### src/rtl/bin2bcd_seq.sv
// Sequential binary-to-BCD converter: shift-and-add-3, one input bit per clock,
// with valid/ready handshakes, optional sign nibble and saturating overflow.
module bin2bcd_seq #(
    parameter int W      = 16,
    parameter int DIGITS = 5,
    parameter int SIGNED = 1
) (
    input  logic                      clk,
    input  logic                      rst,
    input  logic                      in_valid,
    output logic                      in_ready,
    input  logic [W-1:0]              n,
    output logic                      out_valid,
    input  logic                      out_ready,
    output logic [4*(DIGITS+1)-1:0]   bcd,
    output logic                      ovf
);

    localparam int DW = 4 * DIGITS;
    localparam int CW = $clog2(W + 1);

    typedef enum logic [1:0] {
        IDLE,
        CONV,
        DONE
    } state_t;

    state_t         state;
    state_t         state_nxt;

    logic [W-1:0]   mag;
    logic [W-1:0]   mag_nxt;
    logic [W-1:0]   n_abs;
    logic [DW-1:0]  dig;
    logic [DW-1:0]  dig_adj;
    logic [DW-1:0]  dig_nxt;
    logic [CW-1:0]  cnt;
    logic           neg;
    logic           neg_in;
    logic           ovf_int;
    logic           ovf_nxt;
    logic           accept;
    logic           last_iter;
    logic           release_out;

    // Negating in W bits maps the most negative value onto its own magnitude.
    always_comb begin
        neg_in = (SIGNED != 0) && n[W-1];
        n_abs  = neg_in ? -n : n;
    end

    // One double-dabble iteration; each nibble is adjusted without carry into
    // its neighbour, and the bit leaving the top digit marks overflow.
    always_comb begin
        dig_adj = dig;
        for (int unsigned i = 0; i < DIGITS; i++) begin
            if (dig[4*i +: 4] >= 4'd5) begin
                dig_adj[4*i +: 4] = dig[4*i +: 4] + 4'd3;
            end
        end
        dig_nxt = {dig_adj[DW-2:0], mag[W-1]};
        mag_nxt = {mag[W-2:0], 1'b0};
        ovf_nxt = ovf_int | dig_adj[DW-1];
    end

    always_ff @(posedge clk) begin
        if (rst) begin
            state <= IDLE;
        end else begin
            state <= state_nxt;
        end
    end

    always_comb begin
        state_nxt   = state;
        accept      = 1'b0;
        last_iter   = 1'b0;
        release_out = 1'b0;
        in_ready    = (state == IDLE) && !rst;
        case (state)
            IDLE: begin
                if (in_valid) begin
                    accept    = 1'b1;
                    state_nxt = CONV;
                end
            end
            CONV: begin
                if (cnt == CW'(1)) begin
                    last_iter = 1'b1;
                    state_nxt = DONE;
                end
            end
            DONE: begin
                if (out_ready) begin
                    release_out = 1'b1;
                    state_nxt   = IDLE;
                end
            end
            default: state_nxt = IDLE;
        endcase
    end

    // The result register is loaded from the final iteration's combinational
    // output so out_valid rises on the same edge as the last shift.
    always_ff @(posedge clk) begin
        if (rst) begin
            mag       <= '0;
            dig       <= '0;
            cnt       <= '0;
            neg       <= 1'b0;
            ovf_int   <= 1'b0;
            bcd       <= '0;
            ovf       <= 1'b0;
            out_valid <= 1'b0;
        end else begin
            if (accept) begin
                mag     <= n_abs;
                neg     <= neg_in;
                dig     <= '0;
                ovf_int <= 1'b0;
                cnt     <= CW'(W);
            end
            if (state == CONV) begin
                mag     <= mag_nxt;
                dig     <= dig_nxt;
                ovf_int <= ovf_nxt;
                cnt     <= cnt - CW'(1);
            end
            if (last_iter) begin
                bcd       <= {(neg ? 4'd5 : 4'd0), (ovf_nxt ? {DIGITS{4'd9}} : dig_nxt)};
                ovf       <= ovf_nxt;
                out_valid <= 1'b1;
            end
            if (release_out) begin
                out_valid <= 1'b0;
            end
        end
    end

endmodule

### config.mk
export PLATFORM = sky130hd
export DESIGN_NAME = bin2bcd_seq
export DESIGN_NICKNAME = d
export VERILOG_FILES = /design/src/rtl/bin2bcd_seq.sv
export SDC_FILE = /design/constraint.sdc
export NUM_CORES = 1
export LEC_CHECK = 0
export ABC_AREA = 1
export BUFFER_PORTS_ARGS = -buffer_cell sky130_fd_sc_hd__buf_2
export CAP_MARGIN = 20
export CELL_PAD_IN_SITES_DETAIL_PLACEMENT = 0
export CELL_PAD_IN_SITES_GLOBAL_PLACEMENT = 2
export CORE_MARGIN = 1
export CORE_UTILIZATION = 29
export CTS_CLUSTER_DIAMETER = 120
export DETAILED_ROUTE_END_ITERATION = 7
export HOLD_SLACK_MARGIN = 0.12
export PLACE_DENSITY = 0.82
export SLEW_MARGIN = 5
export SYNTH_ARGS = -nofsm -noshare
export SYNTH_HDL_FRONTEND = slang
export SYNTH_SLANG_ARGS = --single-unit
### constraint.sdc
create_clock -name clk -period 1.3 [get_ports clk]
set_clock_uncertainty 0.1 [all_clocks]
set_input_delay 0.26 -clock clk [delete_from_list [all_inputs] [get_ports clk]]
set_output_delay 0.26 -clock clk [all_outputs]
set_load 0.03 [all_outputs]
After elaboration in Yosys (flattened, before gate mapping)
Index checks and enable logic that the tools add are counted.
{"block": "op_classes", "reduce_logical": 7, "n_eq_ne": 6, "addsub": 7, "n_lt_le_gt_ge": 5, "mux": 26, "bitwise_logic": 1}
{"cell": "$mux 20", "count": 3}
{"cell": "$mux 16", "count": 3}
{"cell": "$add 4x2->4 const B", "count": 5}
{"cell": "$ge 4x3->1 const B", "count": 5}
{"cell": "$mux 4", "count": 5}
{"cell": "$neg 16->16", "count": 1}
{"cell": "$mux 5", "count": 2}
{"cell": "$mux 1", "count": 8}
{"cell": "$mux 2", "count": 3}
{"cell": "$ne 2x2->1 const B", "count": 3}
{"cell": "$pmux 2 s3", "count": 1}
{"cell": "$eq 5x1->1 const B", "count": 1}
{"cell": "$sub 5x1->5 const B", "count": 1}
{"cell": "$reduce_or 2->1", "count": 2}
{"cell": "$mux 3", "count": 1}
{"cell": "$reduce_and 3->1", "count": 1}
{"cell": "$eq 2x1->1 const B", "count": 1}
{"cell": "$eq 2x2->1 const B", "count": 1}
{"cell": "$logic_not 2->1", "count": 1}
{"cell": "$reduce_bool 2->1", "count": 1}
{"cell": "$logic_and 1x1->1", "count": 1}
{"cell": "$logic_not 1->1", "count": 1}
{"cell": "$or 1x1->1", "count": 1}
{"block": "word_totals", "in_bits": 20, "out_inout_bits": 27, "ff_bits": 71}

Logic depth before layout (Yosys ltp)
Gate-level depths: netlist (run 1).
{"block": "logic_depth", "word_depth": 4, "mapped_depth": 11, "ltp_nobuf": 11}

Least setup slack after synthesis (run 1)
OpenSTA, ideal clock, no wires.
{"block": "synth_path", "path_type": "register to register", "startpoint": "register dig[12]", "endpoint": "register dig[14]", "slack_ns": -0.180, "setup_time_ns": 0.070, "stages_incl_launch_ff": 10, "arrival_time_ns": 1.309, "period_less_slack_ns": 1.480, "path_buffers": 0, "cell_sequence": "dfxtp_1 -> inv_1 -> ha_1 -> inv_1 -> nor2_1 -> o21bai_1 -> inv_1 -> o21ai_0 -> nand2_1 -> a21oi_1"}
{"block": "synth_via", "elab_chain_len": 3}
{"element": "start: declaration", "line": "34", "source": "logic [DW-1:0] dig;"}
{"element": "start signal: assignment", "line": "125", "source": "dig <= dig_nxt;"}
{"element": "$add 4x2->4 / $ge 4x3->1 (equally long branches)", "line": "58, 57"}
{"element": "$mux 4 *", "line": "57", "source": "if (dig[4*i +: 4] >= 4'd5) begin"}
{"element": "$mux 20 *", "line": "123", "source": "if (state == CONV) begin"}
Mark *: on every way between the ends. The rest lies on a longest branch, timed or not.
A chain may end at the register's enable or synchronous reset.

Worst setup path in the final report (run 1)
{"block": "layout_path", "startpoint": "register cnt[1]", "endpoint": "register bcd[17]"}
{"block": "layout_via", "elab_chain_len": 3}
{"element": "start: declaration", "line": "37", "source": "logic [CW-1:0] cnt;"}
{"element": "start signal: assignment", "line": "121", "source": "cnt <= CW'(W);"}
{"element": "start signal: assignment", "line": "127", "source": "cnt <= cnt - CW'(1);"}
{"element": "$eq 5x1->1", "line": "88", "source": "if (cnt == CW'(1)) begin"}
{"element": "$mux 1", "line": "88"}
{"element": "$mux 1", "line": "80", "source": "case (state)"}
{"element": "end signal: assignment", "line": "130", "source": "bcd <= {(neg ? 4'd5 : 4'd0), (ovf_nxt ? {DIGITS{4'd9}} : dig_nxt)};"}
{"element": "end: declaration", "line": "15", "source": "output logic [4*(DIGITS+1)-1:0] bcd,"}
No other way between the ends.

==> results of run 1 <==
## per-stage QoR
| step | TNS [ns] | total power [mW] | hold WS, ns | utilization [%] |
|---|---|---|---|---|
| after floorplan | -1.52 | 2.71 | 0.271 | - |
| after global placement | -6.32 | 3.03 | 0.351 | 38.2 |
| after detailed placement | -7.54 | 3.04 | 0.353 | 38.2 |
| after CTS | -4.73 | 5.65 | 0.149 | 45.3 |
| after global routing | -11.30 | 5.94 | 0.165 | 48.5 |
| final | -6.30 | 5.67 | 0.150 | 48.5 |
## state kept, by name, indices dropped and copies added, names as in the netlist
| register | flops |
|---|---|
| dig | 20 |
| out_valid | 1 |
| bcd | 21 |
| ovf_int | 1 |
| state | 2 |
| neg | 1 |
| ovf | 1 |
| cnt | 5 |
| mag | 16 |
## worst register-to-register path: cells and delay by family, from the launching register on
kind,cells,cell delay (ns)
AO/OA/AOI/OAI,1,0.11
AND/OR/NAND/NOR,4,0.46
flip-flops,1,0.36
buffers and inverters,3,0.29
adder cells (fa/ha/maj),1,0.13
## worst min path at each step
stage	end	slack [ns]
after floorplan	out_valid	0.27
after global placement	bcd[10]	0.35
after detailed placement	bcd[14]	0.35
after CTS	mag[14]	0.15
after global routing	mag[13]	0.16
final	mag[14]	0.15
## where the power goes
group          switching [mW]  total [mW]  internal, mW
Sequential             0.0698        2.23          2.16
Clock                   0.818        2.34          1.52
Combinational           0.586        1.10         0.509
Total                    1.47        5.67          4.19
## layout make-up
cell class | count | share of cell area (%)
multi-input combinational | 354 | 43.7
timing repair buffer | 120 | 18.2
tap | 143 | 3.18
clock buffer | 13 | 4.44
sequential | 68 | 24.9
clock inverter | 2 | 0.622
inverter | 63 | 4.95
## Yosys cell counts
master	instances
a211oi_1	1
a21oi_1	58
a22oi_1	13
a31oi_1	3
buf_2	4
buf_4	6
buf_6	1
clkbuf_1	11
clkbuf_2	1
clkinv_1	1
conb_1	1
dfxtp_1	68
ha_1	13
inv_1	58
inv_2	4
nand2_1	123
nand3_1	30
nand3_2	1
nand3b_1	3
nand4_1	4
nor2_1	39
nor2_4	3
nor3_1	2
o211ai_1	5
o21ai_0	38
o21bai_1	7
or2_2	4
xor2_1	5
## layer usage
| metal | up-vias | part of all wire (%) | track usage, % |
|---|---|---|---|
| li1 | 1879 | - | - |
| met4 | 0 | 0.84 | 3.64 |
| met5 | - | 0 | 0 |
| met1 | 1684 | 45 | 20.6 |
| met3 | 7 | 3.4 | 4.59 |
| met2 | 50 | 50 | 27.8 |
## cell families (layout without fill, tap and decap cells)
family,count (synthesis),after routing,share of synthesized area (%)
and+or+nand+nor,209,209,25.2
AOI/OAI and AO/OA,125,125,19.8
adders and majority gates,13,13,4.63
other,1,2,0.107
xor gates and xnor gates,5,5,1.25
buffers and inverters,86,198,10.2
DFF,68,68,38.8
## repair_timing
action                                 4_1_cts  5_1_grt
gates resized for setup                    111      112
endpoints found under the hold margin        1        0
setup endpoints to repair                   63       68
gates cloned                                 4        0
buffers inserted                             5        3
hold buffers                                 1        0
pin swaps                                   58       36
==> run metrics, run 1 <==
Placed Cells incl. Taps 738; Reg2Reg Setup Slack -0.21 ns; cell family with most CP delay simple AND/OR/NAND/NOR gates; worst-case reg-to-reg path depth 9; Initial DRC Count 127; Slowest-stage cell, CP dfxtp_4; starting density of the core 30.2%; largest net degree at the start of global routing 44; Post-Route WL 10,100 µm; Setup crit end bcd[17]; Nets 649; IO buf count 44; first-pass GRT wire length 16,400 µm; Worst EP arrival 1.67 ns; worst hold-check path type primary input to flip-flop; CP Class flip-flop to flip-flop; Detail Route Antenna Nets 0; CP Cell Sequence inv_4 -> ha_4 -> nand3_4 -> nor2_4 -> inv_4 -> nor2_4 -> buf_6 -> nand2_1 -> a21oi_1; Crit. path cell count 9; Required @ worst endpoint 1.46 ns; CP Launch Point cnt[1]; FP Rows 39; CTS sink cnt 68; layout cells sized above 1 47.4%; most common cell after layout, fill and taps aside nand2_1; failing checks DRC, setup timing; outcome finished with violations; CP Launch Type flip-flop; CTS buffer count 9; Post-Syn Instances 507; Area growth syn-to-layout 60.5%; worst path bufs/invs 3; crit path capture type flip-flop; final instance area 5630 µm²; post-place setup slack -0.268 ns; area share of the largest cell type after synthesis 38.8%; hold_sp n[14]; H-tree depth 3; drt pass-1 iters 6; Max clock buf depth 2; crit path setup slack, layout -0.214 ns; Final HPWL DP 6880 µm; Synth area leaders dfxtp_1 (39%), nand2_1 (13%), a21oi_1 (8.3%); warnings from Yosys 0; GRT Util Overall 16.3%; reg2reg start cnt[1]; area of the multi-input gates 2460 µm²; die height 112 µm; power per cell area 1010 nW/µm²; Setup Viol. Count Final 56; Die W 112 µm; P_leak 2.49 nW; Post-Layout Cell Count 763; slowest stage delay, CP 0.36 ns; Vias per Instance 4.74; CP Max Fanout 8; Hold Path Depth 4; Period minus WS final 1.51 ns; fill count 1,162; top achievable clock speed 661 MHz; Reg clk slew, reported paths 0.05 ns; reg2reg end bcd[17]; Residual DRC 3; Yosys top cell by area dfxtp_1; Seq/Total Area, Yosys 38.8%; DR vias 3,620; clock latency on the worst-skew pair 0.33 ns; RSZ-0062 raised after global routing true; max-slew violations 0; Die ar. 12,500 µm²; Storage cell area 1400 µm²; GRT overflow 0; final hold viol count 0; CTS tree built; most frequent cells in the layout nand2_1 (86), dfxtp_1 (53), buf_4 (52); vias in the first global route 3,523; core area 11,600 µm²; antenna violations before repair 0; Final Wtd Congestion 0.772; Inserted Diodes 0; Syn Area/Cell 6.92 µm²; root buf cell clkbuf_16; number of max-cap violations 0; FF+latch count, synth 68; maximum vdd drop 0.552 mV; Cell variety after synth 28; I/O pin count 47; DR WL/cell 13.3 µm; mapped cell area 3510 µm²; final worst-path cycle share 116%; placed cell areas 4430 µm²
Note: power is estimated with default switching activity, not from simulation.
==> run 2, diff against run 1 <==
CORE_ASPECT_RATIO = 0.8   (was not set)
==> run 2 against run 1 <==
Against the previous run:
- highest routed layer unchanged
- the flow still finishes with violations (DRC, setup timing)
- critical endpoint is now bcd[12]
- sequential power about the same
- combinational power barely moved
- hold slack better by 0.017 ns
==> run metrics, run 2 (synthesized netlist as in run 1, its figures left out) <==
worst-case reg-to-reg path depth 10; Final HPWL DP 6810 µm; Reg clk slew, reported paths 0.06 ns; Period minus WS final 1.52 ns; first-pass GRT wire length 16,600 µm; reg2reg end bcd[12]; final instance area 5430 µm²; switching part of the total power 26.0%; die height 100 µm; number of flip-flops in the largest register 21; GRT overflow 0; GR Util met1 22.0%; most frequent cells in the layout nand2_1 (101), buf_4 (60), dfxtp_1 (56); Largest regs bcd: 21 flops, dig: 20 flops, mag: 16 flops; Vias per Instance 4.73; Area growth syn-to-layout 54.6%; Setup Viol. Count Final 68; Detail Route Antenna Nets 0; Inserted Diodes 0; Max clock buf depth 2; reg2reg start state[0]; Reg2Reg Setup Slack -0.22 ns; grt met3 use 3.30%; P_int 4.29 mW; total power draw 5.80 mW; GR peak layer met2; CTS tree built; P_leak 2.37 nW; failing checks DRC, setup timing; GRT Util Overall 16.8%; drt pass-1 iters 6; H-tree depth 3; slowest stage delay, CP 0.32 ns; final worst-path cycle share 117%; Logic pwr share 19.0%; post-place setup slack -0.251 ns; crit path setup slack, layout -0.223 ns; Sw Pwr 1.51 mW; Worst Hold End mag[14]; Required @ worst endpoint 1.42 ns; worst hold-check path type primary input to flip-flop; DR vias 3,672; outcome finished with violations; antenna violations before repair 0; most common cell after layout, fill and taps aside nand2_1; Post-Layout Cell Count 777; Placed Cells incl. Taps 742; layout cells sized above 1 40.4%; Clock power frac 42.5%; Post-Route WL 10,400 µm; CP Cell Sequence inv_2 -> buf_6 -> nor2_4 -> inv_4 -> nor2_4 -> inv_2 -> nor2_4 -> buf_6 -> buf_6 -> a21oi_2; Worst EP arrival 1.64 ns; crit path capture type flip-flop; final hold viol count 0; number of max-cap violations 0; Die ar. 12,500 µm²; CTS buffer count 9; Reg power frac 38.4%; I/O pin count 47; Final Wtd Congestion 0.778; CP Launch Point state[0]; Hold Path Depth 4; hold_sp n[14]; max-slew violations 0; RSZ-0062 raised after global routing true; clock latency on the worst-skew pair 0.33 ns; Initial DRC Count 148; Reg with most FFs bcd; CTS sink cnt 68; largest net degree at the start of global routing 51; vias in the first global route 3,409; starting density of the core 30.1%; Nets 657; CP Max Fanout 7; Residual DRC 4; GR Util met2 27.4%; CP Class flip-flop to flip-flop; power per cell area 1070 nW/µm²; Layout Utilization 46.6%; top achievable clock speed 657 MHz; CP Launch Type flip-flop; Slowest-stage cell, CP dfxtp_2; placed cell areas 4420 µm²; maximum vdd drop 0.837 mV; IO buf count 44; Die W 125 µm; FP Rows 35; root buf cell clkbuf_16; core area 11,600 µm²; DR WL/cell 13.4 µm
[run 2: changes by cell type in the layout (fill, tap and decap cells not counted), sizes merged]
cell	before	now
clkbuf	13	19
inv	61	62
clkinv	3	1
buf	119	123
[run 2: worst max-delay path, delay by kind of cell (launching register included)]
family                 cells  cell delay, ns
buffers and inverters      6            0.54
flip-flops                 1            0.32
AO/OA/AOI/OAI              1            0.04
AND/OR/NAND/NOR            3            0.41
[run 2: how the worst max path moves through the flow]
stage / to / depth (start not counted)
floorplan: bcd[10] / 10
global placement: mag[14] / 9
detailed placement: mag[14] / 9
CTS: bcd[6] / 11
global route: bcd[9] / 10
finish: bcd[12] / 10
[run 2: final cells by class]
type,count,area [µm²]
Timing Repair Buffer,128,1090
Clock inverter,1,30.0
Inverter,63,273
Fill cell,1163,6220
Clock buffer,15,268
Sequential cell,68,1380
Tap cell,148,185
Multi-Input combinational cell,354,2200
[run 2: power by group through the flow]
stage / registers, mW / clock network [mW] / logic, mW
after floorplan: 2.28 / 0 / 0.425
after global placement: 2.26 / 0 / 0.752
after detailed placement: 2.26 / 0 / 0.760
after CTS: 2.23 / 2.52 / 0.960
after global routing: 2.24 / 2.62 / 1.19
final: 2.23 / 2.46 / 1.10
[run 2: timing repair]
action                                 4_1_cts  5_1_grt
gates cloned                                 4        2
pin swaps                                   26       22
resized for setup                           63       65
hold buffers                                 1        0
setup endpoints to repair                   64       69
endpoints found under the hold margin        1        0
buffers inserted                             3       11
[run 2: stage by stage]
stage,TNS (ns),hold WS [ns]
after floorplan,-1.52,0.271
after global placement,-6.36,0.349
after detailed placement,-7.35,0.353
after CTS,-7.74,0.160
after global routing,-15.60,0.174
final,-10.48,0.167
[run 2: layer usage]
| layer | share of wire (%) | wire length (µm) | up-vias |
|---|---|---|---|
| li1 | - | - | 1895 |
| met1 | 50 | 5220 | 1705 |
| met2 | 45 | 4730 | 56 |
| met3 | 2.8 | 291 | 16 |
| met4 | 1.7 | 174 | 0 |
| met5 | 0 | 0 | - |
